[config.mk]
export PLATFORM = sky130hd
export DESIGN_NAME = multi_start_driver
export DESIGN_NICKNAME = d
export VERILOG_FILES = /design/src/rtl/multi_start_driver.sv
export SDC_FILE = /design/constraint.sdc
export NUM_CORES = 1
export LEC_CHECK = 0
export CORE_AREA = 2 2 103 75
export DETAILED_ROUTE_END_ITERATION = 8
export DIE_AREA = 0 0 105 77
export PLACE_DENSITY = 0.81
export SETUP_SLACK_MARGIN = 0.05
export SYNTH_ARGS = -nofsm -noshare
export SYNTH_HDL_FRONTEND = slang
export SYNTH_SLANG_ARGS = --single-unit
[constraint.sdc]
create_clock -name clock -period 3.02 [get_ports clock]
set_input_delay 0.604 -clock clock [delete_from_list [all_inputs] [get_ports clock]]
set_output_delay 0.604 -clock clock [all_outputs]
set_load 0.05 [all_outputs]
[src/rtl/multi_start_driver.sv]
// Initiator side of a start/done multi-cycle handshake. It accepts one operand, starts the
// attached unit, waits for done (or a timeout), and returns the result over a response port.
module multi_start_driver #(
    parameter int WIDTH    = 32,
    parameter int MAX_WAIT = 15
) (
    input  logic             clock,
    input  logic             reset,
    input  logic             req_valid,
    output logic             req_ready,
    input  logic [WIDTH-1:0] req_data,
    output logic             unit_start,
    output logic [WIDTH-1:0] unit_inp,
    input  logic             unit_done,
    input  logic [WIDTH-1:0] unit_out,
    output logic             rsp_valid,
    input  logic             rsp_ready,
    output logic [WIDTH-1:0] rsp_data,
    output logic             rsp_timeout,
    output logic [1:0]       dbg_state
);

    localparam int CNT_W = $clog2(MAX_WAIT + 1);
    localparam logic [CNT_W-1:0] LAST_CNT = CNT_W'(MAX_WAIT - 1);

    typedef enum logic [1:0] {
        IDLE  = 2'd0,
        START = 2'd1,
        WAIT  = 2'd2,
        RESP  = 2'd3
    } state_t;

    state_t           state_q, state_d;
    logic [CNT_W-1:0] wait_cnt_q, wait_cnt_d;
    logic [WIDTH-1:0] unit_inp_q, unit_inp_d;
    logic [WIDTH-1:0] rsp_data_q, rsp_data_d;
    logic             rsp_timeout_q, rsp_timeout_d;

    // Handshakes: a transfer happens on a rising edge where valid and ready are both high.
    // Ready/valid are decoded from state only, so neither depends combinationally on the peer.
    always_comb begin
        state_d       = state_q;
        wait_cnt_d    = wait_cnt_q;
        unit_inp_d    = unit_inp_q;
        rsp_data_d    = rsp_data_q;
        rsp_timeout_d = rsp_timeout_q;
        case (state_q)
            IDLE: begin
                if (req_valid) begin
                    unit_inp_d = req_data;
                    state_d    = START;
                end
            end
            START: begin
                // A done seen here belongs to no operation of ours, so it is ignored.
                wait_cnt_d = '0;
                state_d    = WAIT;
            end
            WAIT: begin
                if (unit_done) begin
                    rsp_data_d    = unit_out;
                    rsp_timeout_d = 1'b0;
                    state_d       = RESP;
                end else if (wait_cnt_q == LAST_CNT) begin
                    rsp_data_d    = '0;
                    rsp_timeout_d = 1'b1;
                    state_d       = RESP;
                end else begin
                    wait_cnt_d = wait_cnt_q + CNT_W'(1);
                end
            end
            RESP: begin
                if (rsp_ready) begin
                    state_d = IDLE;
                end
            end
            default: state_d = IDLE;
        endcase
    end

    always_ff @(posedge clock or posedge reset) begin
        if (reset) begin
            state_q       <= IDLE;
            wait_cnt_q    <= '0;
            unit_inp_q    <= '0;
            rsp_data_q    <= '0;
            rsp_timeout_q <= 1'b0;
        end else begin
            state_q       <= state_d;
            wait_cnt_q    <= wait_cnt_d;
            unit_inp_q    <= unit_inp_d;
            rsp_data_q    <= rsp_data_d;
            rsp_timeout_q <= rsp_timeout_d;
        end
    end

    assign req_ready   = (state_q == IDLE);
    assign unit_start  = (state_q == START);
    assign rsp_valid   = (state_q == RESP);
    assign unit_inp    = unit_inp_q;
    assign rsp_data    = rsp_data_q;
    assign rsp_timeout = rsp_timeout_q;
    assign dbg_state   = state_q;

endmodule

==> results.py <==
metrics = {
    "synthesis": {
        "yosysSeqAreaShare": 0.6351,
        "synth_top_area_frac": 0.6351,
        "synthTopCellsByArea": "dfrtp_1 64%, mux2_2 10%, a22o_1 10%",
        "syn_area_mm2": 0.002798,
        "syn_inst": 189,
        "postSynthAreaPerCell_um2": 14.80,
        "synth_cell_types": 27,
        "synth_top_cell_by_area": "dfrtp_1",
        "yosys_register_bits": 71,
        "yosysWarnings": 0,
        "syn_nets": 265,
    },
    "setup_path": {
        "crit_buf_inv": 2,
        "path_depth": 3,
        "critPathMaxStageDelay_ns": 0.84,
        "endpoint_kind": "primary output",
        "cp_max_fo": 5,
        "worst_setup_path_start_kind": "flip-flop",
        "path_cells": "inv_1 -> ha_1 -> clkdlybuf4s50_1",
        "arrival_ns": 1.99,
        "worstSetupStartpoint": "dbg_state[0]$_DFFE_PP0P_",
        "required_ns": 2.42,
        "crit_slowest_cell": "clkdlybuf4s50_1",
        "crit_type": "reg2out",
        "crit_family": "buffers and inverters",
        "rr_worst_depth": 5,
        "timing.rr.start": "wait_cnt_q[0]$_DFFE_PP0P_",
    },
    "floorplanning": {
        "die_h_um": 77,
        "ios": 139,
        "die-area_mm2": 0.008085,
        "core-area_mm2": 0.007092,
        "initial_utilization": 0.3945,
        "die_w_um": 105,
        "num_rows": 26,
    },
    "place": {
        "pre_cts_ws_ns": 0.7849,
        "dpl.hpwl_mm": 5.464,
        "port_buffers": 138,
        "placedCellCount": 419,
        "dpl_cell_area_mm2": 0.004282,
        "place_congestion": 0.7669,
    },
    "clocking": {
        "cts_made_buffers": 9,
        "clockBufferDepth": 2,
        "cts_root_buffer": "clkbuf_8",
        "cts_tree": "done",
        "htreeDepth": 3,
        "cts.hold.buffers_added": 0,
        "post_cts_buffers": 0,
        "worstSkewPairLatency_ns": 0.34,
        "cts.sinks": 71,
        "cts_resized": 0,
        "path_clk_slew_ns": 0.08,
    },
    "timing": {
        "relSlewSlack": 0.6342,
        "final.setup_skew_ns": 0.01030,
        "max_freq_ghz": 0.3854,
        "worst_pin_slew_ns": 0.5479,
        "grt_setup_unrepaired": "false",
        "slew_viol_final": 0,
        "tns_ns": 0,
        "setup_slack_ns": 0.4254,
        "finalSetupViolCount": 0,
        "hold_viol": 0,
        "min_period_over_period": 0.8592,
        "fin_crit_ns": 2.595,
    },
    "power": {
        "vdd_drop_max_uv": 614.4,
        "power_uw": 6027,
        "p_leak_uw": 0.001981,
        "cellPowerDensity_mw_per_mm2": 1337,
    },
    "min_path": {
        "hold_depth": 2,
        "hp-start": "rsp_timeout$_DFFE_PP0P_",
        "hp-class": "reg2reg",
    },
    "drt": {
        "wl_mm": 7.363,
        "firstDrtPassIters": 5,
        "drt_iter0_drc": 104,
        "drt-wirelength-per-cell_um": 16.93,
        "vias_per_cell": 4.867,
        "antenna_left": 0,
        "num_vias": 2117,
        "post-route-drc-count": 0,
    },
    "final_layout": {
        "fin_area_mm2": 0.004509,
        "final_nets": 408,
        "n_antenna_cell": 0,
        "synthToLayoutAreaGrowth_pct": 61.18,
        "final_layout_size_suffix_gt1_frac": 0.1543,
        "fin_cells": 435,
        "nFillCells": 583,
        "mostFrequentLayoutCell": "clkdlybuf4s50_1",
        "layout_common_cells": "138 x clkdlybuf4s50_1, 71 x dfrtp_1, 32 x a22o_1",
    },
    "grt": {
        "grt_pass1_wl_mm": 11.92,
        "grt_pass1_vias": 2280,
        "grt_max_degree": 33,
        "grt_overflow": 0,
        "grt_use_total": 0.1914,
        "antenna_found_initial": 0,
    },
    "outcome": {
        "outcome": "finished, final reports clean",
    },
    "job": {
        "maxCapViolations": 0,
    },
}
==> Yosys cell counts (all sizes together) <==
cell	number
dfrtp	71
a22o	32
mux2	32
buf	10
inv	10
ha	7
nand2	4
nor2	4
a2bb2oi	2
a31oi	2
nand4b	2
o221ai	2
a21oi	1
a222oi	1
a22oi	1
a41o	1
a41oi	1
clkbuf	1
mux2i	1
nand2b	1
nand4	1
o21ai	1
or2b	1
==> logic make-up (layout without fill, tap and decap cells) <==
family | Yosys count | in the layout | synth area share
muxes | 33 | 33 | 0.1324
and+or+nand+nor | 13 | 13 | 0.02773
buffers and inverters | 21 | 169 | 0.03399
AOI/OAI and AO/OA | 44 | 44 | 0.1395
adders and majority gates | 7 | 7 | 0.03130
DFF | 71 | 71 | 0.6351
==> routing by layer <==
layer | share of wire | vias to the layer above | wire length [µm] | track usage
met4 | 0.018 | 0 | 136 | 0.07067
met5 | 0 | - | 0 | 0
met2 | 0.45 | 116 | 3329 | 0.3000
li1 | - | 980 | - | -
met1 | 0.45 | 1009 | 3325 | 0.2497
met3 | 0.078 | 12 | 571 | 0.06122
==> cell type report <==
class                   instances  area [µm²]  share of cell area
flip-flops and latches         71        1777              0.3940
repair buffers                143        1419              0.3147
multi-input cells              97       925.9              0.2053
clock buffers                   9       123.9             0.02747
well taps                      98       122.6             0.02719
clock inverters                 7       103.9             0.02303
inverters                      10       37.54            0.008324
==> registers in the layout (all words and copies together) (netlist names) <==
name / flops
dbg_state: 2
rsp_data: 32
rsp_timeout: 1
unit_inp: 32
wait_cnt_q: 4
==> power by group <==
part	internal, µW	switching, µW
sequential	1400	257
clock	475	377
combinational	1280	2240
==> stage by stage <==
step                hold slack [ns]  utilization
finish                       0.5000       0.6359
global route                 0.5174       0.6359
CTS                          0.5054       0.6359
detailed placement           0.4847       0.6037
global placement             0.4756       0.6037
floorplan                    0.5777            -
==> tightest hold or removal path: stages (launching register included) <==
cell	delay, ns
dfrtp_1	0.35
a41oi_1	0.05
nor2_1	0.07
==> worst paths after layout <==
| kind | slack [ns] | endpoint |
|---|---|---|
| worst max-delay path | 0.43 | req_ready |
| worst min-delay path | 0.50 | rsp_timeout$_DFFE_PP0P_ |
| worst max register to register | 1.23 | rsp_data[26]$_DFFE_PP0P_ |
| worst min register to register | 0.50 | rsp_timeout$_DFFE_PP0P_ |
| max in group asynchronous | 1.67 | rsp_data[12]$_DFFE_PP0P_ |
| min in group asynchronous | 0.62 | unit_inp[8]$_DFFE_PP0P_ |
(Power assumes the default switching activity.)
